--- config.mk ---
export PLATFORM = sky130hd
export DESIGN_NAME = vga_timing_gen_flat
export DESIGN_NICKNAME = d
export VERILOG_FILES = /design/src/rtl/vga_timing_gen_if.sv /design/src/rtl/vga_timing_gen.sv /design/src/flat_wrapper.sv
export SDC_FILE = /design/constraint.sdc
export NUM_CORES = 1
export LEC_CHECK = 0
export CAP_MARGIN = 20
export CORE_UTILIZATION = 30
export CTS_BUF_LIST = sky130_fd_sc_hd__clkbuf_4
export DETAILED_ROUTE_END_ITERATION = 8
export GPL_ROUTABILITY_DRIVEN = 0
export PLACE_DENSITY = 0.64
export SLEW_MARGIN = 20
export SYNTH_ARGS = -nofsm -noshare
export SYNTH_HDL_FRONTEND = slang
export SYNTH_SLANG_ARGS = --single-unit
export TNS_END_PERCENT = 50
--- constraint.sdc ---
create_clock -name clk -period 2.4 [get_ports clk]
set_input_delay 0.24 -clock clk [delete_from_list [all_inputs] [get_ports clk]]
set_output_delay 0.24 -clock clk [all_outputs]
set_load 0.01 [all_outputs]
--- src/rtl/vga_timing_gen_if.sv ---
// Timing bus between the VGA timing generator (master) and its consumers
// (slave). The consumer side owns the run enable; the generator drives the
// pixel strobe, counters, blanking flags, syncs and prefetch information.
interface vga_timing_gen_if #(
  parameter int CW = 10
);
  logic          en;
  logic          pix_en;
  logic [CW-1:0] x;
  logic [CW-1:0] y;
  logic [CW-1:0] y_look;
  logic          hbright;
  logic          vbright;
  logic          bright;
  logic          hsync;
  logic          vsync;
  logic          line_start;
  logic          frame_start;
  logic          vlookahead;
  logic [15:0]   frame_count;

  modport master (
    input  en,
    output pix_en, x, y, y_look, hbright, vbright, bright,
           hsync, vsync, line_start, frame_start, vlookahead, frame_count
  );

  modport slave (
    output en,
    input  pix_en, x, y, y_look, hbright, vbright, bright,
           hsync, vsync, line_start, frame_start, vlookahead, frame_count
  );
endinterface

--- src/rtl/vga_timing_gen.sv ---
// VGA timing generator: clock divider producing pixel slots, horizontal and
// vertical counters, blanking/sync decode and a line-prefetch pointer.
// All decode comes from the registered divider/counters; en and rst only
// gate the pixel strobe and blank the display while low.
// Optional feature: define VGA_FRAME_COUNT_EN to build the 16-bit completed
// frame counter; otherwise frame_count is tied to zero.
module vga_timing_gen #(
  parameter int   H_ACTIVE  = 640,
  parameter int   H_FP      = 16,
  parameter int   H_SYNC    = 96,
  parameter int   H_BP      = 48,
  parameter int   V_ACTIVE  = 480,
  parameter int   V_FP      = 10,
  parameter int   V_SYNC    = 2,
  parameter int   V_BP      = 29,
  parameter int   CLK_DIV   = 2,
  parameter logic HS_POL    = 1'b0,
  parameter logic VS_POL    = 1'b0,
  parameter int   LOOKAHEAD = 1,
  parameter int   CW        = 10
) (
  input logic              clk,
  input logic              rst,
  vga_timing_gen_if.master vga
);

  localparam int H_TOTAL = H_ACTIVE + H_FP + H_SYNC + H_BP;
  localparam int V_TOTAL = V_ACTIVE + V_FP + V_SYNC + V_BP;

  localparam logic [3:0]    DIV_LAST = 4'(CLK_DIV - 1);
  localparam logic [CW-1:0] H_LAST   = CW'(H_TOTAL - 1);
  localparam logic [CW-1:0] V_LAST   = CW'(V_TOTAL - 1);

  // Compare thresholds carry one extra bit so a sync window ending exactly at
  // 2^CW still fits.
  localparam logic [CW:0] H_ACT_W  = (CW+1)'(H_ACTIVE);
  localparam logic [CW:0] HS_BEG_W = (CW+1)'(H_ACTIVE + H_FP);
  localparam logic [CW:0] HS_END_W = (CW+1)'(H_ACTIVE + H_FP + H_SYNC);
  localparam logic [CW:0] V_ACT_W  = (CW+1)'(V_ACTIVE);
  localparam logic [CW:0] VS_BEG_W = (CW+1)'(V_ACTIVE + V_FP);
  localparam logic [CW:0] VS_END_W = (CW+1)'(V_ACTIVE + V_FP + V_SYNC);
  localparam logic [CW:0] V_TOT_W  = (CW+1)'(V_TOTAL);
  localparam logic [CW:0] LOOK_W   = (CW+1)'(LOOKAHEAD);

  logic [3:0]    div_cnt_r;
  logic [CW-1:0] hcount_r;
  logic [CW-1:0] vcount_r;

  logic          run_s;
  logic [CW:0]   h_ext_s;
  logic [CW:0]   v_ext_s;
  logic          pix_en_s;
  logic          hbright_s;
  logic          vbright_s;
  logic          hsync_s;
  logic          vsync_s;
  logic          line_start_s;
  logic          frame_start_s;
  logic [CW:0]   look_sum_s;
  logic [CW-1:0] y_look_s;
  logic          vlookahead_s;

  // Divider and raster counters advance only while enabled; frozen otherwise.
  always_ff @(posedge clk or negedge rst) begin
    if (!rst) begin
      div_cnt_r <= 4'd0;
      hcount_r  <= {CW{1'b0}};
      vcount_r  <= {CW{1'b0}};
    end else if (vga.en) begin
      if (div_cnt_r == DIV_LAST) begin
        div_cnt_r <= 4'd0;
        if (hcount_r == H_LAST) begin
          hcount_r <= {CW{1'b0}};
          if (vcount_r == V_LAST) begin
            vcount_r <= {CW{1'b0}};
          end else begin
            vcount_r <= vcount_r + CW'(1);
          end
        end else begin
          hcount_r <= hcount_r + CW'(1);
        end
      end else begin
        div_cnt_r <= div_cnt_r + 4'd1;
      end
    end else begin
      div_cnt_r <= div_cnt_r;
      hcount_r  <= hcount_r;
      vcount_r  <= vcount_r;
    end
  end

  // Pixel strobe, blanking and sync decode; idle (blank, syncs inactive) while
  // disabled or held in reset.
  always_comb begin
    run_s         = vga.en & rst;
    h_ext_s       = {1'b0, hcount_r};
    v_ext_s       = {1'b0, vcount_r};
    pix_en_s      = 1'b0;
    hbright_s     = 1'b0;
    vbright_s     = 1'b0;
    hsync_s       = ~HS_POL;
    vsync_s       = ~VS_POL;
    line_start_s  = 1'b0;
    frame_start_s = 1'b0;
    if (run_s) begin
      pix_en_s      = (div_cnt_r == DIV_LAST);
      hbright_s     = (h_ext_s < H_ACT_W);
      vbright_s     = (v_ext_s < V_ACT_W);
      hsync_s       = ((h_ext_s >= HS_BEG_W) && (h_ext_s < HS_END_W)) ? HS_POL : ~HS_POL;
      vsync_s       = ((v_ext_s >= VS_BEG_W) && (v_ext_s < VS_END_W)) ? VS_POL : ~VS_POL;
      line_start_s  = pix_en_s && (hcount_r == {CW{1'b0}});
      frame_start_s = line_start_s && (vcount_r == {CW{1'b0}});
    end else begin
      pix_en_s      = 1'b0;
      hbright_s     = 1'b0;
      vbright_s     = 1'b0;
      hsync_s       = ~HS_POL;
      vsync_s       = ~VS_POL;
      line_start_s  = 1'b0;
      frame_start_s = 1'b0;
    end
  end

  // Prefetch line pointer: vcount + LOOKAHEAD wrapped at V_TOTAL, using one
  // spare bit so the sum never overflows before the wrap.
  always_comb begin
    look_sum_s   = {1'b0, vcount_r} + LOOK_W;
    y_look_s     = {CW{1'b0}};
    vlookahead_s = 1'b0;
    if (look_sum_s >= V_TOT_W) begin
      y_look_s = CW'(look_sum_s - V_TOT_W);
    end else begin
      y_look_s = CW'(look_sum_s);
    end
    if (rst) begin
      vlookahead_s = ({1'b0, y_look_s} < V_ACT_W);
    end else begin
      vlookahead_s = 1'b0;
    end
  end

  assign vga.pix_en      = pix_en_s;
  assign vga.x           = hcount_r;
  assign vga.y           = vcount_r;
  assign vga.y_look      = y_look_s;
  assign vga.hbright     = hbright_s;
  assign vga.vbright     = vbright_s;
  assign vga.bright      = hbright_s & vbright_s;
  assign vga.hsync       = hsync_s;
  assign vga.vsync       = vsync_s;
  assign vga.line_start  = line_start_s;
  assign vga.frame_start = frame_start_s;
  assign vga.vlookahead  = vlookahead_s;

`ifdef VGA_FRAME_COUNT_EN
  logic [15:0] frame_count_r;
  logic        seen_frame_r;

  // Count completed frames: the first frame_start after reset only arms it.
  always_ff @(posedge clk or negedge rst) begin
    if (!rst) begin
      frame_count_r <= 16'd0;
      seen_frame_r  <= 1'b0;
    end else if (frame_start_s) begin
      seen_frame_r <= 1'b1;
      if (seen_frame_r) begin
        frame_count_r <= frame_count_r + 16'd1;
      end else begin
        frame_count_r <= frame_count_r;
      end
    end else begin
      frame_count_r <= frame_count_r;
      seen_frame_r  <= seen_frame_r;
    end
  end

  assign vga.frame_count = frame_count_r;
`else
  assign vga.frame_count = 16'd0;
`endif

endmodule

--- src/flat_wrapper.sv ---
// flat-port wrapper written by rule: the top's interface ports become plain ports
module vga_timing_gen_flat 
#(
  parameter int   H_ACTIVE  = 640,
  parameter int   H_FP      = 16,
  parameter int   H_SYNC    = 96,
  parameter int   H_BP      = 48,
  parameter int   V_ACTIVE  = 480,
  parameter int   V_FP      = 10,
  parameter int   V_SYNC    = 2,
  parameter int   V_BP      = 29,
  parameter int   CLK_DIV   = 2,
  parameter logic HS_POL    = 1'b0,
  parameter logic VS_POL    = 1'b0,
  parameter int   LOOKAHEAD = 1,
  parameter int   CW        = 10
)
  (clk, rst, vga_en, vga_pix_en, vga_x, vga_y, vga_y_look, vga_hbright, vga_vbright, vga_bright, vga_hsync, vga_vsync, vga_line_start, vga_frame_start, vga_vlookahead, vga_frame_count);
  vga_timing_gen_if #(.CW(CW)) vga_i ();
  input logic clk;
  input logic rst;
  input wire logic [$bits(vga_i.en)-1:0] vga_en;
  output wire logic [$bits(vga_i.pix_en)-1:0] vga_pix_en;
  output wire logic [$bits(vga_i.x)-1:0] vga_x;
  output wire logic [$bits(vga_i.y)-1:0] vga_y;
  output wire logic [$bits(vga_i.y_look)-1:0] vga_y_look;
  output wire logic [$bits(vga_i.hbright)-1:0] vga_hbright;
  output wire logic [$bits(vga_i.vbright)-1:0] vga_vbright;
  output wire logic [$bits(vga_i.bright)-1:0] vga_bright;
  output wire logic [$bits(vga_i.hsync)-1:0] vga_hsync;
  output wire logic [$bits(vga_i.vsync)-1:0] vga_vsync;
  output wire logic [$bits(vga_i.line_start)-1:0] vga_line_start;
  output wire logic [$bits(vga_i.frame_start)-1:0] vga_frame_start;
  output wire logic [$bits(vga_i.vlookahead)-1:0] vga_vlookahead;
  output wire logic [$bits(vga_i.frame_count)-1:0] vga_frame_count;
  assign vga_i.en = vga_en;
  assign vga_pix_en = vga_i.pix_en;
  assign vga_x = vga_i.x;
  assign vga_y = vga_i.y;
  assign vga_y_look = vga_i.y_look;
  assign vga_hbright = vga_i.hbright;
  assign vga_vbright = vga_i.vbright;
  assign vga_bright = vga_i.bright;
  assign vga_hsync = vga_i.hsync;
  assign vga_vsync = vga_i.vsync;
  assign vga_line_start = vga_i.line_start;
  assign vga_frame_start = vga_i.frame_start;
  assign vga_vlookahead = vga_i.vlookahead;
  assign vga_frame_count = vga_i.frame_count;
  vga_timing_gen #(.H_ACTIVE(H_ACTIVE), .H_FP(H_FP), .H_SYNC(H_SYNC), .H_BP(H_BP), .V_ACTIVE(V_ACTIVE), .V_FP(V_FP), .V_SYNC(V_SYNC), .V_BP(V_BP), .CLK_DIV(CLK_DIV), .HS_POL(HS_POL), .VS_POL(VS_POL), .LOOKAHEAD(LOOKAHEAD), .CW(CW)) u_core (.clk(clk), .rst(rst), .vga(vga_i));
endmodule
# [After elaboration in Yosys (flattened, before gate mapping)]
# Index checks and enable logic that the tools add are counted.
[totals] word_cells=43 regBits=24
[op_classes] eq_ne=3 n_mux=14 magnitude_cmp=8 bitwise=2 n_addsub=5 reduce_logical=8
[op_table] op="$lt 10x9->1 const B" count=3
[op_table] op="$mux 10" count=3
[op_table] op="$add 10x1->10 const B" count=2
[op_table] op="$eq 10x10->1 const B" count=2
[op_table] op="$logic_not 10->1" count=2
[op_table] op="$lt 10x10->1 const B" count=2
[op_table] op="$add 10x1->11 const B" count=1
[op_table] op="$ge 11x10->1 const B" count=1
[op_table] op="$ge 10x10->1 const B" count=1
[op_table] op="$ge 10x9->1 const B" count=1
[op_table] op="$mux 1" count=10
[op_table] op="$sub 10x10->10 const B" count=1
[op_table] op="$add 4x1->4 const B" count=1
[op_table] op="$eq 4x1->1 const B" count=1
[op_table] op="$logic_and 1x1->1" count=4
[op_table] op="$mux 4" count=1
[op_table] op="$reduce_and 3->1" count=1
[op_table] op="$and 1x1->1" count=2
[op_table] op="$reduce_and 2->1" count=1

# [Longest topological paths before layout]
[logic_depth] word_depth=5 depth_mapped=11

# [Least setup slack after synthesis]
# No wires, ideal clock.
[synth_path] path_type="register -> output" from="register u_core.vcount_r[1] (netlist: u_core.vga.y[1])" to="output vga_vlookahead" required_time_ps=2160 arrival_ps=2632 path_slack_ps=-472 path_stages_with_launch=11 path_cell_list="dfrtp_1 > ha_1 > buf_2 > nand4_2 > nor4_2 > o31ai_1 > a41o_1 > a21oi_4 > nor2_1 > xnor2_1 > a311oi_1"
[synth_between] elab_chain_cells=5 word_cells_on_any_way=6 classes_between="add/sub (2); order compare (2); mux (2)"
[synth_rtl] element="from (decl)" line="vga_timing_gen.sv:47" source="logic [CW-1:0] vcount_r;"
[synth_rtl] element="from (signal assigned)" line="vga_timing_gen.sv:68" source="vcount_r <= {CW{1'b0}};"
[synth_rtl] element="from (signal assigned)" line="vga_timing_gen.sv:75" source="vcount_r <= {CW{1'b0}};"
[synth_rtl] element="from (signal assigned)" line="vga_timing_gen.sv:77" source="vcount_r <= vcount_r + CW'(1);"
[synth_rtl] element="$add 10x1->11 *" line="vga_timing_gen.sv:127" source="look_sum_s = {1'b0, vcount_r} + LOOK_W;"
[synth_rtl] element="$sub 10x10->10 or $ge 11x10->1 (tied branches)" line="vga_timing_gen.sv:131, vga_timing_gen.sv:130"
[synth_rtl] element="$mux 10 *" line="vga_timing_gen.sv:130" source="if (look_sum_s >= V_TOT_W) begin"
[synth_rtl] element="net vga_y_look[9]" line="flat_wrapper.sv:26" source="output wire logic [$bits(vga_i.y_look)-1:0] vga_y_look;"
[synth_rtl] element="$lt 10x9->1 *" line="vga_timing_gen.sv:136" source="vlookahead_s = ({1'b0, y_look_s} < V_ACT_W);"
[synth_rtl] element="$mux 1 *" line="vga_timing_gen.sv:135" source="if (rst) begin"
[synth_rtl] element="to (decl)" line="flat_wrapper.sv:34" source="output wire logic [$bits(vga_i.vlookahead)-1:0] vga_vlookahead;"
# Mark *: on every way through the listed nets, which the timed path passes. The rest lies on a longest branch.

# [Worst setup path in the final report]
[layout_path] from="register u_core.vcount_r[1] (netlist: u_core.vga.y[1])" to="output vga_y_look[2]"
[layout_between] elab_chain_cells=3 word_cells_on_any_way=4 classes_between="add/sub (2); order compare (1); mux (1)"
[layout_rtl] element="$add 10x1->11 *" line="vga_timing_gen.sv:127"
[layout_rtl] element="$sub 10x10->10 or $ge 11x10->1 (tied branches)" line="vga_timing_gen.sv:131, vga_timing_gen.sv:130"
[layout_rtl] element="$mux 10 *" line="vga_timing_gen.sv:130"
[layout_rtl] element="to (decl)" line="flat_wrapper.sv:26"
# Mark *: on every way between the ends. The rest lies on a longest branch, timed or not.

==> flow_metrics.py <==
metrics = {
    "logic_synthesis": {
        "synth_area_leaders": "dfrtp_1 (29%), xnor2_1 (8.1%), buf_4 (6.6%)",
        "ys_seq_area_share_pct": 29.4,
        "yosysTopAreaCell": "dfrtp_1",
        "synth_top_cells_by_count": "nand2_1 (27), dfrtp_1 (24), xnor2_1 (19)",
        "async_flop_share_pct": 100,
        "synth_edf_count": 0,
        "synth_top_area_share_pct": 29.4,
        "synthFlopType": "dfrtp_1",
        "yosysWarnings": 0,
        "synth.distinct_cells": 54,
        "yosys_register_bits": 24,
        "synth.most_common_cell": "nand2_1",
        "syn_area_sq_um": 2040,
        "synthCells": 244,
        "avgSynthCellArea_sq_um": 8.37,
    },
    "global_route": {
        "met3_usage_pct": 1.77,
        "busiest_layer": "met2",
        "grt_pass1_vias": 2100,
        "overflow": 0,
        "grt_max_degree": 18,
        "antenna_found_initial": 0,
        "grtUsageTotal_pct": 16.9,
        "met2_usage_pct": 30.7,
        "use_met1_pct": 21.8,
        "grt_pass1_wl_microns": 9830,
    },
    "timing": {
        "fin_ws_ns": -0.697,
        "hold_viol_final": 0,
        "max_freq_ghz": 0.323,
        "finalSetupViolCount": 11,
        "period_needed_ns": 3.10,
        "rsz0062_at_grt": "yes",
        "fin_crit_sh_pct": 129,
        "finClkSkew_ns": 0.0111,
        "slew_viol_final": 0,
        "tns_ns": -6.07,
    },
    "clocking": {
        "cts_buffer_depth": 2,
        "cts-buffers-inserted": 3,
        "cts_tree": "done",
        "clkTransAtPathRegs_ns": 0.13,
        "cts.sinks": 24,
        "hold_buffers": 0,
        "htreeDepth": 1,
        "clk_latency_ns": 0.31,
        "cts-root-buf": "clkbuf_4",
    },
    "setup_path": {
        "start_kind": "flop",
        "timing.critical_path.buf_inv": 3,
        "reg2reg_from": "u_core.vga.y[5]",
        "worst_path_dominant_cell_family": "compound AO/OA/AOI/OAI gates",
        "crit_type": "reg -> out",
        "critPathMaxFanout": 6,
        "crit_top_cell": "buf_6",
        "endpoint_kind": "primary output",
        "path_cells": "ha_1 -> and4_4 -> mux2i_2 -> o22ai_2 -> a41o_1 -> buf_6 -> a21oi_4 -> buf_6 -> and2b_1 -> xnor2_2 -> buf_2",
        "slowest_delay_ns": 0.45,
        "crit_arrival_ns": 2.86,
        "critPathRequiredTime_ns": 2.16,
        "cpMaxStageDelayCell": "dfrtp_2",
        "startpoint": "u_core.vga.y[1]",
    },
    "routing": {
        "drt_wl_total_microns": 6010,
        "firstDrtPassIters": 9,
        "drt_iter0_drc": 93,
        "viasPerCell": 4.84,
        "ant_nets": 0,
        "num_vias": 2124,
        "post_drt_wl_per_cell_microns": 13.7,
        "drc": 7,
    },
    "cells_and_area": {
        "final_area_sq_um": 3270,
        "drive_gt1_share_pct": 41.2,
        "fin_nets": 372,
        "syn2layout_area_growth_pct": 60.1,
        "antennaDiodeCount": 0,
    },
    "floorplanning": {
        "dieArea_sq_um": 7140,
        "io_pins": 58,
        "die-height_microns": 84.5,
        "core_area_sq_um": 6460,
        "initial_core_util_pct": 31.6,
        "rows": 29,
        "die_x_microns": 84.5,
    },
    "power": {
        "ir_worst_vdd_mv": 0.469,
        "leakage_nw": 1.52,
        "p_per_area_nw_per_um2": 342,
    },
    "outcome": {
        "run_status": "complete, but fails checks",
        "violations": "DRC, setup timing",
    },
    "placement": {
        "port_buffers": 41,
        "dpl.hpwl_microns": 4640,
        "place_area_sq_um": 3070,
    },
    "min_path": {
        "hp-class": "in -> async",
    },
    "flow_run": {
        "max_cap_violations": 0,
    },
}
metrics by stage:
step / utilization, % / cells / hold WS, ns / total power, mW / worst slack [ns]
2_1_floorplan: - / 259 / -0.0556 / 0.734 / -0.238
3_3_place_gp: 47.5 / 426 / 0.502 / 0.941 / -0.683
3_5_place_dp: 47.5 / 426 / 0.518 / 0.947 / -0.815
4_1_cts: 49.4 / 436 / 0.314 / 1.13 / -0.741
5_1_grt: 50.6 / 439 / 0.327 / 1.20 / -0.845
6_report: 50.6 / 439 / 0.319 / 1.12 / -0.697
final timing paths:
check | to | cells after the start | slack [ns]
setup / recovery | vga_y_look[2] | 11 | -0.70
hold / removal | u_core.vga.x[3] | 2 | 0.32
setup reg to reg | u_core.vga.y[7] | 8 | 0.46
hold reg to reg | u_core.div_cnt_r[0] | 1 | 0.53
max in group asynchronous | u_core.vga.y[6] | 2 | 1.80
min in group clk | u_core.div_cnt_r[0] | 1 | 0.53
worst register-to-register path, cell delays in order, from the launching register on:
cell	delay, ns
dfrtp_1	0.45
or3_1	0.43
buf_4	0.15
nand4bb_1	0.21
o21ai_0	0.18
buf_4	0.20
o21ai_0	0.09
nand2_1	0.07
o41ai_1	0.06
final cells by class:
cell class	instances	area [sq um]
multi-input cells	196	1460
repair buffers	128	1040
clock buffers	3	22.5
well taps	77	96.3
fillers	636	3190
clock inverters	1	3.75
flip-flops and latches	24	609
inverters	10	40.0
repair_timing:
action / in CTS / in global routing
buffers inserted: 6 / 3
pin swaps: 16 / 16
resized for setup: 67 / 16
endpoints found under the setup margin: 13 / 14
cloned: 0 / 0
power by group:
group          internal (mW)  total [mW]  leakage [nW]  switching (mW)
clock                 0.0606       0.178        0.0154           0.117
combinational          0.226       0.427          1.20           0.201
sequential             0.459       0.512         0.309          0.0527
cells in the final DEF (no fill, tap or decap), types with 3 or more instances in the layout:
cell | Yosys | layout
inv_1 | 9 | 8
xnor2_1 | 19 | 15
and2_1 | 4 | 4
nand4_1 | 7 | 7
xor2_1 | 7 | 5
buf_6 | 1 | 7
o21ai_0 | 15 | 15
nor2_1 | 15 | 12
nor2_2 | 3 | 6
o31ai_1 | 3 | 3
nor3_2 | 0 | 4
and4_1 | 5 | 4
dfrtp_1 | 24 | 17
buf_4 | 18 | 82
nand2_1 | 27 | 26
clkbuf_4 | 0 | 3
ha_1 | 6 | 4
buf_2 | 6 | 10
clkdlybuf4s50_1 | 0 | 27
nand3_1 | 9 | 9
conb_1 | 1 | 16
a21oi_1 | 5 | 4
nor3_1 | 9 | 5
xnor2_2 | 0 | 4
dfrtp_2 | 0 | 7
logic make-up (layout without fill, tap and decap cells):
kind of cell / count (synthesis) / count (layout) / share of synthesized area [%]
multiplexers: 3 / 3 / 1.47
flip-flops: 24 / 24 / 29.4
XOR/XNOR: 26 / 26 / 11.1
AND/OR/NAND/NOR: 105 / 105 / 29.6
AO/OA/AOI/OAI: 40 / 40 / 13.2
other: 1 / 16 / 0.184
adder cells (fa/ha/maj): 6 / 6 / 3.67
buffers and inverters: 39 / 142 / 11.3
registers in the layout, indices dropped and copies added (netlist names):
register / cells
u_core.vga.x: 10
u_core.vga.y: 10
u_core.div_cnt_r: 4
routing by layer:
metal	part of all wire [%]	vias up
met5	0	-
met4	0.37	0
met3	4.8	2
met2	51	57
met1	44	1006
li1	-	1059
Note: power is estimated with default switching activity, not from simulation.
